[config.mk]
export PLATFORM = sky130hd
export DESIGN_NAME = hash_avalon_slave
export DESIGN_NICKNAME = d
export VERILOG_FILES = /design/src/rtl/hash_avalon_pkg.sv /design/src/rtl/hash_msg_fifo.sv /design/src/rtl/hash_avalon_slave.sv
export SDC_FILE = /design/constraint.sdc
export NUM_CORES = 1
export LEC_CHECK = 0
export CORE_ASPECT_RATIO = 0.9
export CORE_MARGIN = 1.5
export CORE_UTILIZATION = 54
export CTS_CLUSTER_DIAMETER = 150
export DETAILED_ROUTE_END_ITERATION = 8
export GPL_ROUTABILITY_DRIVEN = 0
export HOLD_SLACK_MARGIN = 0.15
export PLACE_DENSITY_LB_ADDON = 0.15
export SLEW_MARGIN = 10
export SYNTH_ARGS = -nofsm -noshare
export SYNTH_HDL_FRONTEND = slang
export SYNTH_SLANG_ARGS = --single-unit
[constraint.sdc]
create_clock -name clk -period 6.3 [get_ports clk]
set_clock_uncertainty 0.15 [all_clocks]
set_input_delay 0.945 -clock clk [delete_from_list [all_inputs] [get_ports clk]]
set_output_delay 0.945 -clock clk [all_outputs]
set_load 0.03 [all_outputs]
[src/rtl/hash_avalon_pkg.sv]
// Shared definitions for the hash Avalon-MM slave: register map, STATUS/CTRL
// bit positions, FSM state encoding and a byte-lane merge helper.
package hash_avalon_pkg;

    localparam int unsigned REG_LEN    = 0;
    localparam int unsigned REG_DATA   = 1;
    localparam int unsigned REG_STATUS = 2;
    localparam int unsigned REG_CTRL   = 3;
    localparam int unsigned REG_CLEAR  = 4;
    localparam int unsigned REG_DIGEST = 16;

    localparam int ST_BUSY      = 0;
    localparam int ST_READY     = 1;
    localparam int ST_FULL      = 2;
    localparam int ST_EMPTY     = 3;
    localparam int ST_OVF       = 4;
    localparam int ST_ERR       = 5;
    localparam int ST_IRQ_EN    = 6;
    localparam int ST_LEVEL_LSB = 8;

    localparam int CTRL_START  = 0;
    localparam int CTRL_FLUSH  = 1;
    localparam int CTRL_IRQ_EN = 2;

    typedef enum logic [1:0] {
        IDLE = 2'd0,
        FEED = 2'd1,
        WAIT = 2'd2
    } state_e;

    function automatic logic [31:0] lane_merge(input logic [31:0] old_v,
                                               input logic [31:0] wdata,
                                               input logic [3:0]  be);
        logic [31:0] r;
        r = old_v;
        for (int b = 0; b < 4; b++) begin
            if (be[b]) r[8*b +: 8] = wdata[8*b +: 8];
        end
        return r;
    endfunction

endpackage

[src/rtl/hash_msg_fifo.sv]
// Synchronous 32-bit message FIFO with flush; a push while full is accepted
// when a pop happens in the same cycle.
module hash_msg_fifo #(
    parameter int DEPTH = 16
) (
    input  logic                       clk,
    input  logic                       rst_n,
    input  logic                       push_i,
    input  logic [31:0]                wdata_i,
    input  logic                       pop_i,
    input  logic                       flush_i,
    output logic [31:0]                rdata_o,
    output logic                       full_o,
    output logic                       empty_o,
    output logic [$clog2(DEPTH):0]     level_o
);
    localparam int AW = $clog2(DEPTH);

    logic [31:0]   mem_q [DEPTH];
    logic [AW-1:0] wr_ptr_q, wr_ptr_d;
    logic [AW-1:0] rd_ptr_q, rd_ptr_d;
    logic [AW:0]   count_q, count_d;
    logic          do_push, do_pop;

    assign empty_o = (count_q == '0);
    assign full_o  = (count_q == (AW+1)'(DEPTH));
    assign level_o = count_q;
    assign rdata_o = mem_q[rd_ptr_q];

    assign do_pop  = pop_i && !empty_o;
    assign do_push = push_i && (!full_o || do_pop);

    always_comb begin
        wr_ptr_d = wr_ptr_q;
        rd_ptr_d = rd_ptr_q;
        count_d  = count_q;
        if (flush_i) begin
            wr_ptr_d = '0;
            rd_ptr_d = '0;
            count_d  = '0;
        end else begin
            if (do_push) wr_ptr_d = wr_ptr_q + AW'(1);
            if (do_pop)  rd_ptr_d = rd_ptr_q + AW'(1);
            if (do_push && !do_pop) count_d = count_q + (AW+1)'(1);
            if (!do_push && do_pop) count_d = count_q - (AW+1)'(1);
        end
    end

    always_ff @(posedge clk or negedge rst_n) begin
        if (!rst_n) begin
            wr_ptr_q <= '0;
            rd_ptr_q <= '0;
            count_q  <= '0;
        end else begin
            wr_ptr_q <= wr_ptr_d;
            rd_ptr_q <= rd_ptr_d;
            count_q  <= count_d;
        end
    end

    // Storage carries no reset; only occupied slots are ever observed.
    always_ff @(posedge clk) begin
        if (do_push && !flush_i) mem_q[wr_ptr_q] <= wdata_i;
    end

endmodule

[src/rtl/hash_avalon_slave.sv]
// Avalon-MM front end feeding a hash core from a message FIFO and capturing
// its digest. Optional `HASH_IRQ_EN adds a registered irq output.
module hash_avalon_slave #(
    parameter int FIFO_DEPTH   = 16,
    parameter int DIGEST_WORDS = 8,
    parameter int LEN_W        = 16,
    parameter int ADDR_W       = 5
) (
    input  logic                       clk,
    input  logic                       reset_n,
    input  logic [ADDR_W-1:0]          address,
    input  logic [31:0]                writedata,
    input  logic [3:0]                 byteenable,
    input  logic                       write,
    input  logic                       read,
    input  logic                       chipselect,
    output logic [31:0]                readdata,
    output logic                       core_start,
    output logic [LEN_W-1:0]           core_len_bits,
    output logic [31:0]                core_msg_data,
    output logic                       core_msg_valid,
    output logic                       core_msg_last,
    input  logic                       core_msg_ready,
    input  logic [32*DIGEST_WORDS-1:0] core_digest,
    input  logic                       core_digest_valid
`ifdef HASH_IRQ_EN
    ,
    output logic                       irq
`endif
);
    import hash_avalon_pkg::*;

    localparam int WL_W   = LEN_W - 4;
    localparam int DW_IDX = (DIGEST_WORDS > 1) ? $clog2(DIGEST_WORDS) : 1;
    localparam int LVL_W  = $clog2(FIFO_DEPTH) + 1;

    state_e            state_q, state_d;
    logic [LEN_W-1:0]  len_q, len_d;
    logic [WL_W-1:0]   words_left_q, words_left_d;
    logic              core_start_q, core_start_d;
    logic [LEN_W-1:0]  core_len_q, core_len_d;
    logic              hash_ready_q, hash_ready_d;
    logic              overflow_q, overflow_d;
    logic              error_q, error_d;
    logic              irq_en_q, irq_en_d;
    logic [31:0]       readdata_q, readdata_d;
    logic [31:0]       dig_q [DIGEST_WORDS];
    logic [31:0]       dig_d [DIGEST_WORDS];

    logic              wr, rd, wr_len, wr_data, wr_ctrl, wr_clear;
    logic              fifo_push, fifo_pop, fifo_flush, fifo_full, fifo_empty;
    logic [31:0]       fifo_rdata;
    logic [LVL_W-1:0]  fifo_level;
    logic [LEN_W:0]    len_round;
    logic              dig_hit;
    logic [31:0]       status, rdata_mux;

    assign wr       = chipselect && write;
    assign rd       = chipselect && read;
    assign wr_len   = wr && (address == ADDR_W'(REG_LEN));
    assign wr_data  = wr && (address == ADDR_W'(REG_DATA));
    assign wr_ctrl  = wr && (address == ADDR_W'(REG_CTRL));
    assign wr_clear = wr && (address == ADDR_W'(REG_CLEAR));

    assign core_msg_valid = (state_q == FEED) && !fifo_empty;
    assign core_msg_data  = core_msg_valid ? fifo_rdata : '0;
    assign core_msg_last  = (state_q == FEED) && (words_left_q == WL_W'(1));
    assign core_start     = core_start_q;
    assign core_len_bits  = core_len_q;
    assign readdata       = readdata_q;
    assign fifo_pop       = core_msg_valid && core_msg_ready;
    assign fifo_push      = wr_data;

    // Word count of the message, rounded up to whole 32-bit words.
    assign len_round = {1'b0, len_q} + (LEN_W+1)'(31);

    hash_msg_fifo #(.DEPTH(FIFO_DEPTH)) u_fifo (
        .clk     (clk),
        .rst_n   (reset_n),
        .push_i  (fifo_push),
        .wdata_i (lane_merge('0, writedata, byteenable)),
        .pop_i   (fifo_pop),
        .flush_i (fifo_flush),
        .rdata_o (fifo_rdata),
        .full_o  (fifo_full),
        .empty_o (fifo_empty),
        .level_o (fifo_level)
    );

    always_comb begin
        state_d      = state_q;
        len_d        = len_q;
        words_left_d = words_left_q;
        core_start_d = 1'b0;
        core_len_d   = core_len_q;
        hash_ready_d = hash_ready_q;
        overflow_d   = overflow_q;
        error_d      = error_q;
        irq_en_d     = irq_en_q;
        dig_d        = dig_q;
        fifo_flush   = 1'b0;

        if (wr_len) len_d = LEN_W'(lane_merge(32'(len_q), writedata, byteenable));
        if (wr_data && fifo_full && !fifo_pop) overflow_d = 1'b1;

        if (wr_ctrl) begin
`ifdef HASH_IRQ_EN
            irq_en_d = writedata[CTRL_IRQ_EN];
`endif
            if (writedata[CTRL_FLUSH]) begin
                if (state_q == IDLE) fifo_flush = 1'b1;
                else                 error_d    = 1'b1;
            end
            if (writedata[CTRL_START]) begin
                if (state_q == IDLE && len_q != '0) begin
                    state_d      = FEED;
                    core_start_d = 1'b1;
                    core_len_d   = len_q;
                    words_left_d = len_round[LEN_W:5];
                end else begin
                    error_d = 1'b1;
                end
            end
        end

        // CLEAR is applied before the digest capture so a coincident capture wins.
        if (wr_clear) begin
            hash_ready_d = 1'b0;
            overflow_d   = 1'b0;
            error_d      = 1'b0;
        end

        case (state_q)
            FEED: begin
                if (fifo_pop) begin
                    words_left_d = words_left_q - WL_W'(1);
                    if (words_left_q == WL_W'(1)) state_d = WAIT;
                end
            end
            WAIT: begin
                if (core_digest_valid) begin
                    for (int i = 0; i < DIGEST_WORDS; i++) dig_d[i] = core_digest[32*i +: 32];
                    hash_ready_d = 1'b1;
                    state_d      = IDLE;
                end
            end
            default: ;
        endcase
    end

    always_comb begin
        status                          = '0;
        status[ST_BUSY]                 = (state_q != IDLE);
        status[ST_READY]                = hash_ready_q;
        status[ST_FULL]                 = fifo_full;
        status[ST_EMPTY]                = fifo_empty;
        status[ST_OVF]                  = overflow_q;
        status[ST_ERR]                  = error_q;
        status[ST_IRQ_EN]               = irq_en_q;
        status[ST_LEVEL_LSB +: 8]       = 8'(fifo_level);

        dig_hit   = ((address >> 4) == ADDR_W'(1)) && ({1'b0, address[3:0]} < 5'(DIGEST_WORDS));
        rdata_mux = '0;
        if (address == ADDR_W'(REG_LEN))         rdata_mux = 32'(len_q);
        else if (address == ADDR_W'(REG_STATUS)) rdata_mux = status;
        else if (dig_hit)                        rdata_mux = dig_q[address[DW_IDX-1:0]];

        readdata_d = rd ? rdata_mux : readdata_q;
    end

    always_ff @(posedge clk or negedge reset_n) begin
        if (!reset_n) begin
            state_q      <= IDLE;
            len_q        <= '0;
            words_left_q <= '0;
            core_start_q <= 1'b0;
            core_len_q   <= '0;
            hash_ready_q <= 1'b0;
            overflow_q   <= 1'b0;
            error_q      <= 1'b0;
            irq_en_q     <= 1'b0;
            readdata_q   <= '0;
            for (int i = 0; i < DIGEST_WORDS; i++) dig_q[i] <= '0;
        end else begin
            state_q      <= state_d;
            len_q        <= len_d;
            words_left_q <= words_left_d;
            core_start_q <= core_start_d;
            core_len_q   <= core_len_d;
            hash_ready_q <= hash_ready_d;
            overflow_q   <= overflow_d;
            error_q      <= error_d;
            irq_en_q     <= irq_en_d;
            readdata_q   <= readdata_d;
            dig_q        <= dig_d;
        end
    end

`ifdef HASH_IRQ_EN
    logic irq_q;
    always_ff @(posedge clk or negedge reset_n) begin
        if (!reset_n) irq_q <= 1'b0;
        else          irq_q <= hash_ready_q && irq_en_q && !wr_clear;
    end
    assign irq = irq_q;
`endif

endmodule
======== Word-level counts from Yosys, hierarchy flattened ========
Memory sizes are Yosys's and may differ from the RTL's.
Index checks and enable logic that the tools add are counted.
cells by class
  mux-type cells .......................... 49
  equality and inequality tests ........... 8
  reduce and logical (&&, ||, !) cells .... 39
  order comparisons ....................... 2
  bitwise gates (word level) .............. 1
  $add $sub $neg .......................... 6
operators by type and width
  kind                                                                  count
  32-bit two-way mux                                                    6
  32-bit binary-select mux with 3-bit select                            1
  12-bit two-way mux                                                    5
  8-bit two-way mux                                                     4
  1-bit two-way mux                                                     19
  1-bit logical AND                                                     18
  16-bit by 5-bit adder with 17-bit output, second input constant       1
  4-bit two-way mux                                                     4
  16-bit nonzero test                                                   1
  5-bit two-way mux                                                     3
  12-bit by 1-bit == test with 1-bit output, second input constant      1
  2-bit two-way mux                                                     6
  12-bit by 1-bit subtractor with 12-bit output, second input constant  1
  5-bit by 2-bit == test with 1-bit output, second input constant       2
  5-bit logical NOT                                                     2
  2-bit nonzero test                                                    5
  4-bit by 1-bit adder with 4-bit output, second input constant         2
  1-bit logical NOT                                                     6
  2-bit AND reduction                                                   3
  5-bit by 1-bit adder with 5-bit output, second input constant         1
  5-bit by 1-bit == test with 1-bit output, second input constant       1
  5-bit by 3-bit == test with 1-bit output, second input constant       1
  5-bit == test, second input constant                                  1
  5-bit by 1-bit subtractor with 5-bit output, second input constant    1
  other kinds (10)                                                      10
word-level totals
  memories kept ........................... 1
  RAM bits ................................ 512
  output and inout port bits .............. 83
  register bits ........................... 351
  logic and storage cells ................. 127
  input port bits ......................... 304
memories
  name          depth  width  read ports  clocked after Yosys merged registers in  wr ports  line                 text
  u_fifo.mem_q  16     32     1           0                                        1         hash_msg_fifo.sv:19  logic [31:0] mem_q [DEPTH];

======== Longest topological paths before layout ========
Gate-level depths: netlist of run 1.
  depth in word-level cells ............... 11
  depth in mapped cells ................... 12
  gate-level depth less buffers ........... 12

======== Cells and area by module ========
A second synthesis of run 1 with hierarchy kept.
second synthesis, totals
  cell total of the unflattened synthesis .. 2,023
  area total of the unflattened synthesis .. 35,635.4 um^2
by module, submodules not included
  module             cells each  times used  area each (um^2)  sequential area each (um^2)
  hash_msg_fifo      911         1           20,119.3          15,700.1
  hash_avalon_slave  1,112       1           15,516.1          8,458.1

======== Worst setup path before layout of run 1 ========
Ideal clock, no wire load.
  path type ............................... input to register
  start ................................... input port address[1]
  end ..................................... memory u_fifo.mem_q[3][0], enable pin
  arrival ................................. 4.862 ns
  slack ................................... 0.786 ns
  data required time ...................... 5.648 ns
  cell stages on the path ................. 5
  buffers on the path ..................... 2
  library setup time ...................... 0.502 ns
  cells stage by stage .................... buf_2 > clkbuf_1 > and4bb_2 > o21ai_1 > nor4_1
on the way
  cells in the longest elaborated chain, start to end .. 7
  elaborated cells on any way between the ends .. 10
  classes of those cells .................. eq/ne: 2; mux: 3; reduce/logical: 5
ends and longest elaborated chain
  item                                         line                      text
  start, declared                              hash_avalon_slave.sv:11   input logic [ADDR_W-1:0] address,
  5-bit by 2-bit == test with 1-bit output     hash_avalon_slave.sv:62   assign wr_ctrl = wr && (address == ADDR_W'(REG_CTRL));
  1-bit logical AND                            hash_avalon_slave.sv:62
  1-bit two-way mux                            hash_avalon_slave.sv:106  if (wr_ctrl) begin
  1-bit logical NOT                            hash_msg_fifo.sv:63       if (do_push && !flush_i) mem_q[wr_ptr_q] <= wdata_i;
  1-bit logical AND (*)                        hash_msg_fifo.sv:63
  1-bit two-way mux (*)                        hash_msg_fifo.sv:63
  1-bit two-way mux (not written as such) (*)  hash_msg_fifo.sv:63
  end, declared                                hash_msg_fifo.sv:19
Mark *: on every way between the ends. The rest lies on a longest branch, timed or not.

======== Worst setup path after layout of run 1 ========
  start ................................... register u_fifo.rd_ptr_q[1]
  end ..................................... output port core_msg_data[4]
on the way
  cells in the longest elaborated chain, start to end .. 2
ends and longest elaborated chain
  item                    line                     text
  start, declared         hash_msg_fifo.sv:21      logic [AW-1:0] rd_ptr_q, rd_ptr_d;
  start signal, assigned  hash_msg_fifo.sv:56      rd_ptr_q <= rd_ptr_d;
  memory 16 x 32 bit      -
  32-bit two-way mux      hash_avalon_slave.sv:66  assign core_msg_data = core_msg_valid ? fifo_rdata : '0;
  end, declared           hash_avalon_slave.sv:20  output logic [31:0] core_msg_data,
Every way passes these cells.

==> results of run 1 <==
layer usage:
layer | wire [µm] | part of all wire [%] | up-vias | track usage (%)
met2 | 44650 | 52 | 637 | 44.45
li1 | - | - | 8491 | -
met5 | 53 | 0.061 | - | 0
met4 | 1889 | 2.2 | 8 | 7.014
met1 | 33580 | 39 | 10140 | 33.34
met3 | 6112 | 7.1 | 129 | 6.652
path summary, 6_finish.rpt:
kind / start / endpoint / slack, ps
min reg2reg: readdata[22]$_DFFE_PN0P_ / readdata[22]$_DFFE_PN0P_ / 330
max: u_fifo.rd_ptr_q[1]$_DFFE_PN0P_ / core_msg_data[4] / 1350
max reg2reg: state_q[1]$_DFF_PN0_ / u_fifo.mem_q[14][15]$_DFFE_PP_ / 2460
min in group clk: readdata[22]$_DFFE_PN0P_ / readdata[22]$_DFFE_PN0P_ / 330
min: reset_n / dig_q[157]$_DFFE_PN0P_ / 210
max in group asynchronous: reset_n / dig_q[3]$_DFFE_PN0P_ / 4420
layout make-up:
type | instances | area share (%)
diodes | 10 | 0.05777
clock buffers | 112 | 5.390
clock inverters | 37 | 0.6961
inverters | 24 | 0.2080
multi-input cells | 956 | 25.64
flip-flops and latches | 863 | 55.79
well taps | 864 | 2.496
repair buffers | 428 | 9.717
power groups by stage:
stage	clock network, mW	logic [mW]	registers (mW)
final	4.85	0.458	6.04
after global routing	5.17	0.493	6.04
after CTS	4.94	0.465	6.04
after detailed placement	0	0.464	6.15
after global placement	0	0.454	6.15
after floorplan	0	0.134	6.16
state kept, by name (all words and copies together) (netlist names):
signal and cells:
words_left_q 12, error_q 1, overflow_q 1, len_q 16, u_fifo.level_o 5, core_len_bits 16
u_fifo.rd_ptr_q 4, state_q 2, hash_ready_q 1, dig_q 256, readdata 32, u_fifo.wr_ptr_q 4
u_fifo.mem_q 512, core_start 1
per-stage QoR:
stage / power, mW / hold WS, ps
6_report: 11.35 / 213.8
5_1_grt: 11.70 / 266.4
4_1_cts: 11.45 / 236.6
3_5_place_dp: 6.618 / 315.6
3_3_place_gp: 6.608 / 311.0
2_1_floorplan: 6.290 / 293.6
cells in the mapped netlist (all sizes together), types with 2 or more instances:
cell type  instances
edfxtp           512
dfrtp            351
mux2             282
mux4             215
clkbuf            70
o21ai             62
nand2             56
mux2i             44
buf               43
and2              42
nor2b             35
nor2              30
a21oi             26
inv               24
ha                13
nand3             12
a21o              11
nor3              11
nor4              11
a221oi            10
a31oi              9
xnor2              9
nand4              8
or3                7
and3               5
nand2b             5
nor3b              5
or4                5
a211oi             4
a22o               4
o311ai             4
xor2               4
o21a               3
a31o               2
and4bb             2
o211ai             2
o22ai              2
or2                2
logic make-up after synthesis:
| logic type | count (synthesis) | share of synthesized area, % |
|---|---|---|
| buffers and inverters | 137 | 1.589 |
| XOR/XNOR | 13 | 0.3185 |
| AND/OR/NAND/NOR | 240 | 3.730 |
| multiplexers | 541 | 23.66 |
| adder cells (fa/ha/maj) | 14 | 0.5109 |
| flip-flops | 863 | 67.57 |
| AO/OA/AOI/OAI | 148 | 2.628 |
worst max-delay path, cell delays in order, from the launching register on:
cell,delay (ps)
dfrtp_4,1050
buf_4,500
mux4_2,360
mux4_2,460
nor2b_1,170
clkdlybuf4s50_1,630
cell usage in the layout (no fill, tap or decap), types with 42 or more instances in the layout:
master,instances
mux2i_1,44
and2_1,42
o21ai_0,57
clkdlybuf4s50_1,382
nand2_1,55
mux2_2,282
edfxtp_1,512
dfrtp_1,348
mux4_2,215
clkbuf_16,87
==> impl_metrics.csv, run 1 <==
group,metric,value,unit
clock_tree,clk_pin_slew,60,ps
final_layout,fin_nets,2676,
synth,synthDistinctLibCells,67,
power_and_ir_drop,clock_power_share,42.7,%
timing,finalSetupTns,0,ps
placement,dp_hpwl,56.10,mm
route,wl_per_cell,26.19,µm
placement,placedCellCount,3135,
power_and_ir_drop,power_leakage,16.23,nW
synth,synth_edf_count,512,
clock_tree,clock-sinks,863,
clock_tree,holdBufCountCts,0,
critical_path,r2r.worst_path.cells,8,
timing,postLayoutSetupSlackWorst,1348,ps
power_and_ir_drop,pwr-share-seq,53.2,%
timing,worstMarginPinSlew,1030,ps
critical_path,arrival,3860,ps
timing,max_freq,0.2019,GHz
placement,place_ws,1845,ps
floorplan,core_area,65480,µm²
floorplan,dieWidth,274.2,µm
clock_tree,numCtsBuffers,85,
synth,async_flop_share,40.67,%
critical_path,startpoint_type,"flip-flop",
route,antenna_left,0,
power_and_ir_drop,p_int,9.019,mW
timing,finalMaxSlewViolations,0,
timing,period_minus_slack,4952,ps
route,first_pass_iters,5,
grt,antenna_found_initial,13,
final_layout,multi_input_area,11110,µm²
final_layout,fin_util,66.15,%
final_layout,layout-drive-gt1-share,28.84,%
synth,netlist_instances,1956,
synth,yosys.area.top_type,"edfxtp_1",
timing,max_slew_margin,31.33,%
critical_path,cp_max_fo,64,
placement,dpl-instance-area,40650,µm²
floorplan,io_pins,387,
synth,ys_seq_area_share,67.57,%
final_layout,layoutNonFillerInstCount,3294,
grt,grt_max_degree,142,
route,vias,19400,
critical_path,endpoint_kind,"output port",
floorplan,die_h,247.1,µm
synth,syn_area_per_cell,18.28,µm²
synth,yosys_most_used_dff,"edfxtp_1",
synth,ys_top_cells_by_area,"edfxtp_1, dfrtp_1, mux4_2, mux2_2, mux2i_1",
clock_tree,clockBufferDepth,3,
synth,yosys_register_bits,863,
power_and_ir_drop,switching_power,2.329,mW
timing,setup_viol,0,
job,drv_cap,0,
timing,fin_crit_sh,78.60,%
timing,finalHoldViolCount,0,
clock_tree,cts_setup_buffers,0,
run_status,status,"completed",
grt,grt_pass1_vias,20800,
clock_tree,h-tree-depth,3,
clock_tree,cts_resized,0,
floorplan,die_area,67770,µm²
placement,io_buffer_count,386,
timing,rsz0062_at_grt,"false",
final_layout,finish.instance_area,43320,µm²
route,vias_per_cell,5.889,
worst_hold_path,hold_class,"primary input to async pin",
synth,ys.warnings.count,0,
route,drtIter0Drc,1485,
floorplan,fp-row-count,89,
grt,grt_overflow,0,
synth,yosysTopAreaCellShare,43.00,%
grt,track_usage,26.07,%
grt,grt_first_pass_wirelength,129.8,mm
clock_tree,cts_tree,"yes",
route,drc,0,
critical_path,crit_type,"flip-flop to output port",
final_layout,areaGrowthSynthToFinish,21.15,%
power_and_ir_drop,power_density,262.0,nW/µm²
power_and_ir_drop,peakVddDrop,0.1978,mV
final_layout,fillers,4474,
floorplan,start_util,54.61,%
clock_tree,clock_latency,620,ps
synth,synthesis.nets,2274,
clock_tree,root_buffer,"clkbuf_16",
power_and_ir_drop,power_frac_comb,4.0,%
power_and_ir_drop,p_sw_share,20.52,%
final_layout,seqCellArea,24170,µm²
route,routed_wl,86.29,mm
critical_path,crit_required,5200,ps
synth,syn_area,35750,µm²
(Power assumes the default switching activity.)
==> run 2: changes to the inputs <==
--- a/config.mk
+++ b/config.mk
@@ -7,7 +7,7 @@
 export LEC_CHECK = 0
 export CORE_ASPECT_RATIO = 0.9
 export CORE_MARGIN = 1.5
-export CORE_UTILIZATION = 54
+export CORE_UTILIZATION = 51
 export CTS_CLUSTER_DIAMETER = 150
 export DETAILED_ROUTE_END_ITERATION = 8
 export GPL_ROUTABILITY_DRIVEN = 0
==> constraint.sdc (replaced) <==
create_clock -name clk -period 4.4 [get_ports clk]
set_clock_uncertainty 0.15 [all_clocks]
set_input_delay 0.66 -clock clk [delete_from_list [all_inputs] [get_ports clk]]
set_output_delay 0.66 -clock clk [all_outputs]
set_load 0.03 [all_outputs]
==> impl_metrics.csv, run 2 (synthesis results as in run 1) <==
group,metric,value,unit
run_status,status,"completed",
worst_hold_path,hold_depth,1,
power_and_ir_drop,pwr-share-seq,50.9,%
route,routed_wl,88.56,mm
timing,postLayoutSetupSlackWorst,199.4,ps
critical_path,arrival,3390,ps
power_and_ir_drop,power_leakage,16.55,nW
final_layout,fin_nets,2703,
power_and_ir_drop,p_int,13.55,mW
placement,placedCellCount,3221,
final_layout,areaGrowthSynthToFinish,23.25,%
critical_path,crit_required,3590,ps
clock_tree,clockBufferDepth,3,
placement,place_ws,629.0,ps
final_layout,final_cell_mix,"edfxtp_1, clkdlybuf4s50_1, dfrtp_1, mux2_2, mux4_2",
power_and_ir_drop,clock_power_share,45.2,%
grt,grt_pass1_vias,20760,
timing,max_slew_margin,41.63,%
floorplan,core_area,69000,µm²
final_layout,layoutNonFillerInstCount,3390,
final_layout,finish.instance_area,44070,µm²
final_layout,max_flop_register,"u_fifo.mem_q",
final_layout,final_common_cell,"edfxtp_1",
clock_tree,cts_tree,"yes",
timing,finalHoldViolCount,0,
timing,setup_viol,0,
power_and_ir_drop,power_density,385.8,nW/µm²
floorplan,fp-row-count,91,
route,top_layer,"met5",
critical_path,endpoint_kind,"output port",
route,drtIter0Drc,1540,
floorplan,dieWidth,282.1,µm
final_layout,largest_reg_flops,512,
route,drc,0,
route,first_pass_iters,5,
route,vias_per_cell,5.786,
timing,period_minus_slack,4201,ps
power_and_ir_drop,power_frac_comb,3.9,%
power_and_ir_drop,p_sw_share,20.31,%
job,drv_cap,0,
clock_tree,numCtsBuffers,89,
final_layout,layout-drive-gt1-share,30.11,%
power_and_ir_drop,power.total,17.00,mW
grt,track_usage,25.22,%
final_layout,fillers,4914,
critical_path,cp_max_fo,44,
timing,max_freq,0.2381,GHz
grt,antenna_found_initial,10,
route,antenna_left,0,
critical_path,crit_type,"flip-flop to output port",
floorplan,start_util,51.82,%
clock_tree,clock-sinks,863,
placement,io_buffer_count,386,
route,vias,19620,
timing,worstMarginPinSlew,872.2,ps
power_and_ir_drop,switching_power,3.454,mW
power_and_ir_drop,peakVddDrop,0.3186,mV
worst_hold_path,hold_class,"flip-flop to flip-flop",
route,met1Wirelength,34.53,mm
grt,grt_overflow,0,
clock_tree,clk_pin_slew,60,ps
route,dr_wl_met3,6.258,mm
timing,finalMaxSlewViolations,0,
clock_tree,root_buffer,"clkbuf_16",
clock_tree,h-tree-depth,3,
route,wl_per_cell,26.12,µm
clock_tree,clock_latency,630,ps
floorplan,die_h,254.2,µm
placement,dpl-instance-area,41040,µm²
grt,grt_first_pass_wirelength,132.5,mm
critical_path,r2r.worst_path.cells,12,
floorplan,die_area,71710,µm²
timing,fin_crit_sh,95.47,%
grt,grt_max_degree,127,
placement,dp_hpwl,58.18,mm
critical_path,startpoint_type,"flip-flop",
floorplan,io_pins,387,
timing,rsz0062_at_grt,"false",
timing,finalSetupTns,0,ps
route,wl_met2,45.24,mm
run 2: changes by cell type in the layout (fill, tap and decap cells not counted), moves of 4 or more:
cell | before | now
buf_12 | 3 | 14
buf_4 | 40 | 50
bufinv_16 | 4 | 12
clkbuf_16 | 87 | 91
diode_2 | 10 | 6
run 2: worst max-delay path: stages, from the launching register on:
cell and delay, ps:
dfrtp_4 540, buf_16 320, mux4_2 560, mux4_2 500
nor2b_1 180, clkdlybuf4s50_1 630
run 2: final timing paths:
kind | start | to | slack, ps
max | u_fifo.rd_ptr_q[0]$_DFFE_PN0P_ | core_msg_data[4] | 200
min | readdata[8]$_DFFE_PN0P_ | readdata[8]$_DFFE_PN0P_ | 330
max reg2reg | state_q[1]$_DFF_PN0_ | u_fifo.level_o[4]$_DFFE_PN0P_ | 1180
min reg2reg | readdata[8]$_DFFE_PN0P_ | readdata[8]$_DFFE_PN0P_ | 330
max in group asynchronous | reset_n | dig_q[19]$_DFFE_PN0P_ | 2520
min in group asynchronous | reset_n | dig_q[35]$_DFFE_PN0P_ | 450
run 2: power groups by stage:
stage                     clock network, mW  registers, mW  logic (mW)
final                                  7.69           8.65       0.658
after global routing                   8.14           8.65       0.707
after CTS                              7.82           8.65       0.667
after detailed placement                  0           8.82       0.663
after global placement                    0           8.81       0.648
after floorplan                           0           8.81       0.192
run 2: metrics by stage:
step / util [%] / hold WS [ps]
global placement: 59.47 / 313.5
finish: 63.87 / 327.4
detailed placement: 59.47 / 314.8
global route: 63.85 / 348.1
floorplan: - / 214.4
CTS: 63.85 / 327.1
run 2: area by class of cell:
type | instances | area [µm²] | area share [%]
clock buffers | 112 | 2416 | 5.483
inverters | 24 | 90.09 | 0.2044
repair buffers | 451 | 4542 | 10.31
flip-flops and latches | 863 | 24170 | 54.84
diodes | 6 | 15.01 | 0.03407
clock inverters | 48 | 569.3 | 1.292
multi-input cells | 956 | 11110 | 25.20
well taps | 930 | 1164 | 2.640
run 2: repair_timing:
action	4_1_cts	5_1_grt
setup buffers	2	0
endpoints found under the hold margin	87	0
hold buffers	1	0
gates resized for setup	1	0
endpoints found under the setup margin	4	0
run 2: metal layers:
metal / up-vias / track usage, %
li1: 8549 / -
met1: 10270 / 32.02
met2: 619 / 42.65
met3: 169 / 6.642
met4: 14 / 7.803
met5: - / 0
